`src/rtl/sevenseg_pkg.sv`:
```
// Shared types and defaults for the seven-segment scan controller.
package sevenseg_pkg;

    typedef enum logic [0:0] {
        GAP = 1'b0,
        ON  = 1'b1
    } scan_state_t;

    localparam int DEF_NUM_DIGITS  = 4;
    localparam int DEF_REFRESH_DIV = 100000;
    localparam int DEF_GAP_CYCLES  = 1000;

    // All anodes dark for an n-digit display (n in 1..32); callers truncate to their width.
    function automatic logic [31:0] ANODE_OFF(input int n);
        logic [31:0] mask_s;
        mask_s = 32'hFFFF_FFFF >> (6'd32 - n[5:0]);
        return mask_s;
    endfunction

endpackage

```
`src/rtl/ss_refresh_timer.sv`:
```
// Phase timer for the display scan: alternates a GAP phase of GAP_LEN cycles
// with an ON phase of ON_LEN cycles, starting in GAP after reset.
module ss_refresh_timer
    import sevenseg_pkg::*;
#(
    parameter int ON_LEN  = DEF_REFRESH_DIV,
    parameter int GAP_LEN = DEF_GAP_CYCLES
) (
    input  logic clk,
    input  logic reset,
    output logic phase_on,
    output logic phase_last
);

    localparam int MAX_LEN = (ON_LEN > GAP_LEN) ? ON_LEN : GAP_LEN;
    localparam int CW      = $clog2(MAX_LEN + 1);
    localparam logic [CW-1:0] ON_LAST  = CW'(ON_LEN - 1);
    localparam logic [CW-1:0] GAP_LAST = CW'(GAP_LEN - 1);

    scan_state_t   state_r;
    scan_state_t   state_nxt_s;
    logic [CW-1:0] cnt_r;
    logic [CW-1:0] cnt_nxt_s;

    // State and cycle counter registers
    always_ff @(posedge clk) begin
        if (reset) begin
            state_r <= GAP;
            cnt_r   <= {CW{1'b0}};
        end else begin
            state_r <= state_nxt_s;
            cnt_r   <= cnt_nxt_s;
        end
    end

    // Next state: swap phase and restart the count on a phase's last cycle
    always_comb begin
        state_nxt_s = state_r;
        cnt_nxt_s   = cnt_r + CW'(1'b1);
        case (state_r)
            GAP: begin
                if (phase_last) begin
                    state_nxt_s = ON;
                    cnt_nxt_s   = {CW{1'b0}};
                end else begin
                    state_nxt_s = GAP;
                end
            end
            ON: begin
                if (phase_last) begin
                    state_nxt_s = GAP;
                    cnt_nxt_s   = {CW{1'b0}};
                end else begin
                    state_nxt_s = ON;
                end
            end
            default: begin
                state_nxt_s = GAP;
                cnt_nxt_s   = {CW{1'b0}};
            end
        endcase
    end

    // Phase flags decoded from the registered state
    always_comb begin
        phase_on   = 1'b0;
        phase_last = 1'b0;
        case (state_r)
            GAP: begin
                phase_on   = 1'b0;
                phase_last = (cnt_r == GAP_LAST);
            end
            ON: begin
                phase_on   = 1'b1;
                phase_last = (cnt_r == ON_LAST);
            end
            default: begin
                phase_on   = 1'b0;
                phase_last = 1'b1;
            end
        endcase
    end

endmodule

```
`src/rtl/sevenseg_scan_ctrl.sv`:
```
// Four-digit (parameterisable) common-anode scan controller with a frame-synchronous
// double buffer. Define SS_LEADING_ZERO_BLANK_EN to also darken leading zero digits.
module sevenseg_scan_ctrl
    import sevenseg_pkg::*;
#(
    parameter int NUM_DIGITS  = DEF_NUM_DIGITS,
    parameter int REFRESH_DIV = DEF_REFRESH_DIV,
    parameter int GAP_CYCLES  = DEF_GAP_CYCLES
) (
    input  logic                          clk,
    input  logic                          reset,
    input  logic [4*NUM_DIGITS-1:0]       digits_in,
    input  logic                          load,
    input  logic [NUM_DIGITS-1:0]         blank_mask,
    output logic [3:0]                    data,
    output logic [NUM_DIGITS-1:0]         Anode_Activate,
    output logic [$clog2(NUM_DIGITS)-1:0] digit_idx,
    output logic                          pending,
    output logic                          frame_done
);

    localparam int IW = $clog2(NUM_DIGITS);
    localparam int DW = 4 * NUM_DIGITS;
    localparam logic [NUM_DIGITS-1:0] ALL_OFF  = NUM_DIGITS'(ANODE_OFF(NUM_DIGITS));
    localparam logic [IW-1:0]         LAST_IDX = IW'(NUM_DIGITS - 1);

    logic                  phase_on_s;
    logic                  phase_last_s;
    logic                  adv_s;
    logic                  frame_done_s;
    logic                  on_nxt_s;
    logic [IW-1:0]         idx_r;
    logic [IW-1:0]         idx_nxt_s;
    logic [DW-1:0]         disp_r;
    logic [DW-1:0]         disp_nxt_s;
    logic [DW-1:0]         pend_r;
    logic [DW-1:0]         pend_nxt_s;
    logic                  pend_v_r;
    logic                  pend_v_nxt_s;
    logic [NUM_DIGITS-1:0] anode_r;
    logic [NUM_DIGITS-1:0] anode_nxt_s;
    logic [NUM_DIGITS-1:0] lz_blank_s;
    logic [3:0]            data_r;

    ss_refresh_timer #(
        .ON_LEN  (REFRESH_DIV),
        .GAP_LEN (GAP_CYCLES)
    ) u_timer (
        .clk        (clk),
        .reset      (reset),
        .phase_on   (phase_on_s),
        .phase_last (phase_last_s)
    );

`ifdef SS_LEADING_ZERO_BLANK_EN
    // Digit i>0 is dark when it and every higher nibble of the upcoming word are zero
    always_comb begin
        logic zero_above_s;
        lz_blank_s   = {NUM_DIGITS{1'b0}};
        zero_above_s = 1'b1;
        for (int i = NUM_DIGITS - 1; i > 0; i--) begin
            zero_above_s  = zero_above_s & (disp_nxt_s[4*i +: 4] == 4'h0);
            lz_blank_s[i] = zero_above_s;
        end
    end
`else
    assign lz_blank_s = {NUM_DIGITS{1'b0}};
`endif

    // Digit advance and double-buffer commit at the frame boundary
    always_comb begin
        adv_s        = phase_on_s & phase_last_s;
        frame_done_s = adv_s & (idx_r == LAST_IDX);
        on_nxt_s     = phase_last_s ? ~phase_on_s : phase_on_s;
        if (adv_s) begin
            if (idx_r == LAST_IDX) begin
                idx_nxt_s = {IW{1'b0}};
            end else begin
                idx_nxt_s = idx_r + IW'(1'b1);
            end
        end else begin
            idx_nxt_s = idx_r;
        end
        if (load) begin
            pend_nxt_s = digits_in;
        end else begin
            pend_nxt_s = pend_r;
        end
        // A load coinciding with the commit bypasses the pending buffer
        if (frame_done_s) begin
            pend_v_nxt_s = 1'b0;
            if (load) begin
                disp_nxt_s = digits_in;
            end else if (pend_v_r) begin
                disp_nxt_s = pend_r;
            end else begin
                disp_nxt_s = disp_r;
            end
        end else begin
            pend_v_nxt_s = pend_v_r | load;
            disp_nxt_s   = disp_r;
        end
    end

    // Anode pattern for the coming cycle; blank_mask is taken live here
    always_comb begin
        anode_nxt_s = ALL_OFF;
        if (on_nxt_s && !blank_mask[idx_nxt_s] && !lz_blank_s[idx_nxt_s]) begin
            anode_nxt_s[idx_nxt_s] = 1'b0;
        end else begin
            anode_nxt_s = ALL_OFF;
        end
    end

    // Scan, buffer and output registers
    always_ff @(posedge clk) begin
        if (reset) begin
            idx_r    <= {IW{1'b0}};
            disp_r   <= {DW{1'b0}};
            pend_r   <= {DW{1'b0}};
            pend_v_r <= 1'b0;
            anode_r  <= ALL_OFF;
            data_r   <= 4'h0;
        end else begin
            idx_r    <= idx_nxt_s;
            disp_r   <= disp_nxt_s;
            pend_r   <= pend_nxt_s;
            pend_v_r <= pend_v_nxt_s;
            anode_r  <= anode_nxt_s;
            data_r   <= disp_nxt_s[{idx_nxt_s, 2'b00} +: 4];
        end
    end

    assign data           = data_r;
    assign Anode_Activate = anode_r;
    assign digit_idx      = idx_r;
    assign pending        = pend_v_r;
    assign frame_done     = frame_done_s;

endmodule

```
`config.mk`:
```
export PLATFORM = sky130hd
export DESIGN_NAME = sevenseg_scan_ctrl
export DESIGN_NICKNAME = d
export VERILOG_FILES = /design/src/rtl/sevenseg_pkg.sv /design/src/rtl/ss_refresh_timer.sv /design/src/rtl/sevenseg_scan_ctrl.sv
export SDC_FILE = /design/constraint.sdc
export NUM_CORES = 1
export LEC_CHECK = 0
export BUFFER_PORTS_ARGS = -buffer_cell sky130_fd_sc_hd__buf_2
export CAP_MARGIN = 20
export CORE_MARGIN = 8
export CORE_UTILIZATION = 53
export CTS_CLUSTER_DIAMETER = 50
export DETAILED_ROUTE_END_ITERATION = 7
export PLACE_DENSITY = 0.75
export SKIP_CTS_REPAIR_TIMING = 1
export SYNTH_ARGS = -nofsm -noshare
export SYNTH_HDL_FRONTEND = slang
export SYNTH_HIERARCHICAL = 1
export SYNTH_SLANG_ARGS = --single-unit
export TNS_END_PERCENT = 10
```
`constraint.sdc`:
```
create_clock -name clk -period 3.3 [get_ports clk]
set_input_delay 0.165 -clock clk [delete_from_list [all_inputs] [get_ports clk]]
set_output_delay 0.165 -clock clk [all_outputs]
set_load 0.05 [all_outputs]
```
==> results.cfg <==
[power]
cellLeakagePower_uw = 0.00120
power_uw = 1520
max-vdd-ir-drop_uv = 263
power_density_nw_per_um2 = 459

[detailed_routing]
dr.pass1.iters = 5
wl_mm = 6.77
wl_per_cell_microns = 15.8
ant_nets = 0
route.detailed.drc = 0
drtIter0Drc = 122
vias = 2529
viasPerCell = 5.91

[critical_path]
worstReg2RegEnd = data[2]$_SDFF_PP0_
cp-end-kind = output pin
cp.arrival_ns = 2.77
r2r_start = u_timer/cnt_r[6]$_SDFF_PP0_
worst_ep_required_time_ns = 3.13
startpoint_type = flip-flop
rr_worst_depth = 9
r2r_slack_ns = 0.55
worstSetupPathType = reg -> out
crit_fanout = 24

[floorplanning]
rows = 27
start_util_pct = 53.9
die_w_microns = 90.2
die-area_sq_um = 8130
core_area_sq_um = 5410
fp.dieH_microns = 90.2
io_pins = 35

[clock_network]
cts_tree = done
cts_made_buffers = 9
cts_max_level = 3
clockBufferDepth = 2
clk_latency_ns = 0.34
clkTransAtPathRegs_ns = 0.06
root_buffer = clkbuf_8
cts_sinks = 61

[synthesis]
synth-main-ff-cell = dfxtp_1
avgSynthCellArea_sq_um = 9.05
synth_edf_count = 0
yosysWarnings = 6
yosysTopAreaCellShare_pct = 41.9
yosysUniqueCellTypes = 55
synth_area_sq_um = 2920
synth_fp_nets = 348
synthTopCellsByArea = dfxtp_1, mux2i_1, nor2_1
ys_ff_latch = 61
syn_inst = 322
yosysSeqAreaShare_pct = 41.9
synthArstFlopShare_pct = 0
yosysTopAreaCell = dfxtp_1

[run]
maxCapViolCount = 0

[place]
port-buffer-count = 34
gp_congestion = 0.848
dp_hpwl_mm = 4.53
place_area_sq_um = 3120

[global_route]
antenna_found_initial = 0
grt_use_total_pct = 16.9
grt_overflow = 0
grt_pass1_wl_mm = 11.4
grt_pass1_vias = 2415
grt_max_degree = 31

[layout]
diodes = 0
design_area_sq_um = 3320
drive_above_1_share_pct = 18.5
area_delta_synth_final_pct = 13.7
final_common_cell = dfxtp_1
nets = 378
layout_common_cells = dfxtp_1, nor2_1, buf_2, mux2i_1, nor3_1

[sta]
fmax_ghz = 0.341
skew_ns = 0.0101
fin_setup_tns_ns = 0
tightest_slew_ns = 0.671
finalCritPeriodShare_pct = 88.9
rsz0062_at_grt = no
hold_viol = 0
finalMaxSlewViolations = 0
period_needed_ns = 2.93
max_slew_margin_pct = 55.2
setup_viol = 0

[min_path]
hold_end = Anode_Activate[2]$_SDFF_PP1_
min_from = blank_mask[2]
hold_class = in -> reg
whs_path_depth = 2

[run_status]
status = completed
## metal layers
metal  track usage [%]  part of all wire, %
met5                 0                    0
met4              8.18                 0.89
met3              4.41                  6.8
met2              26.3                   45
met1              21.2                   47
## kinds of logic after synthesis
logic type | share of synthesized area, %
xor gates and xnor gates | 3.61
muxes | 5.88
and+or+nand+nor | 26.0
DFF | 41.9
AOI/OAI and AO/OA | 17.0
adders and majority gates | 1.29
buffers and inverters | 4.33
## how the worst max path moves through the flow
| stage | slack [ns] | from | cells past startpoint | end |
|---|---|---|---|---|
| global route | 0.23 | u_timer/cnt_r[6]$_SDFF_PP0_ | 7 | frame_done |
| global placement | 0.65 | u_timer/cnt_r[6]$_SDFF_PP0_ | 9 | data[2]$_SDFF_PP0_ |
| floorplan | 0.60 | u_timer/cnt_r[8]$_SDFF_PP0_ | 10 | data[0]$_SDFF_PP0_ |
| detailed placement | 0.62 | u_timer/cnt_r[6]$_SDFF_PP0_ | 9 | data[0]$_SDFF_PP0_ |
| finish | 0.37 | u_timer/cnt_r[6]$_SDFF_PP0_ | 7 | frame_done |
| CTS | 0.39 | u_timer/cnt_r[6]$_SDFF_PP0_ | 7 | frame_done |
## worst max-delay path, stage by stage, from the launching register on
cell and delay, ns:
dfxtp_1 0.37, or3_1 0.35, or3_1 0.36, a21oi_4 0.17, ha_1 0.21, nand2_2 0.23, inv_2 0.40, buf_2 0.34
## power breakdown
part / internal, uW / total (uW) / switching (uW)
registers: 752 / 765 / 12.8
logic: 35.7 / 84.3 / 48.7
clock network: 383 / 672 / 289
total: 1170 / 1520 / 351
## stage by stage
step                setup WS (ns)  util, %  instances  hold slack (ns)
floorplan                   0.599        -        322            0.259
global placement            0.651     57.7        413            0.350
detailed placement          0.617     57.7        413            0.355
CTS                         0.392     61.3        428          0.00922
global route                0.233     61.3        428           0.0210
finish                      0.366     61.3        428           0.0127
## sequential cells by signal, summed over array words and instances (netlist names)
signal           count
Anode_Activate       4
data                 4
digit_idx            2
disp_r              16
pend_r              16
pending              1
u_timer/cnt_r       17
u_timer/state_r      1
## synth_stat cells, types with 7 or more instances
library cell,number
o211ai_1,8
a21oi_1,11
mux2i_1,16
o21ai_0,10
nor3_1,15
dfxtp_1,61
nand2_1,12
or3_1,14
buf_2,8
nand2b_1,10
xnor2_1,10
nor2_1,37
inv_1,7
nand4_1,8
## cell type report
class,instances,area [sq um]
Clock inverter,4,47.5
Multi-Input combinational cell,233,1570
Inverter,8,30.0
Clock buffer,11,151
Timing Repair Buffer,39,208
Tap cell,72,90.1
Fill cell,478,2090
Sequential cell,61,1220
Power figures use the tool's default switching activity.
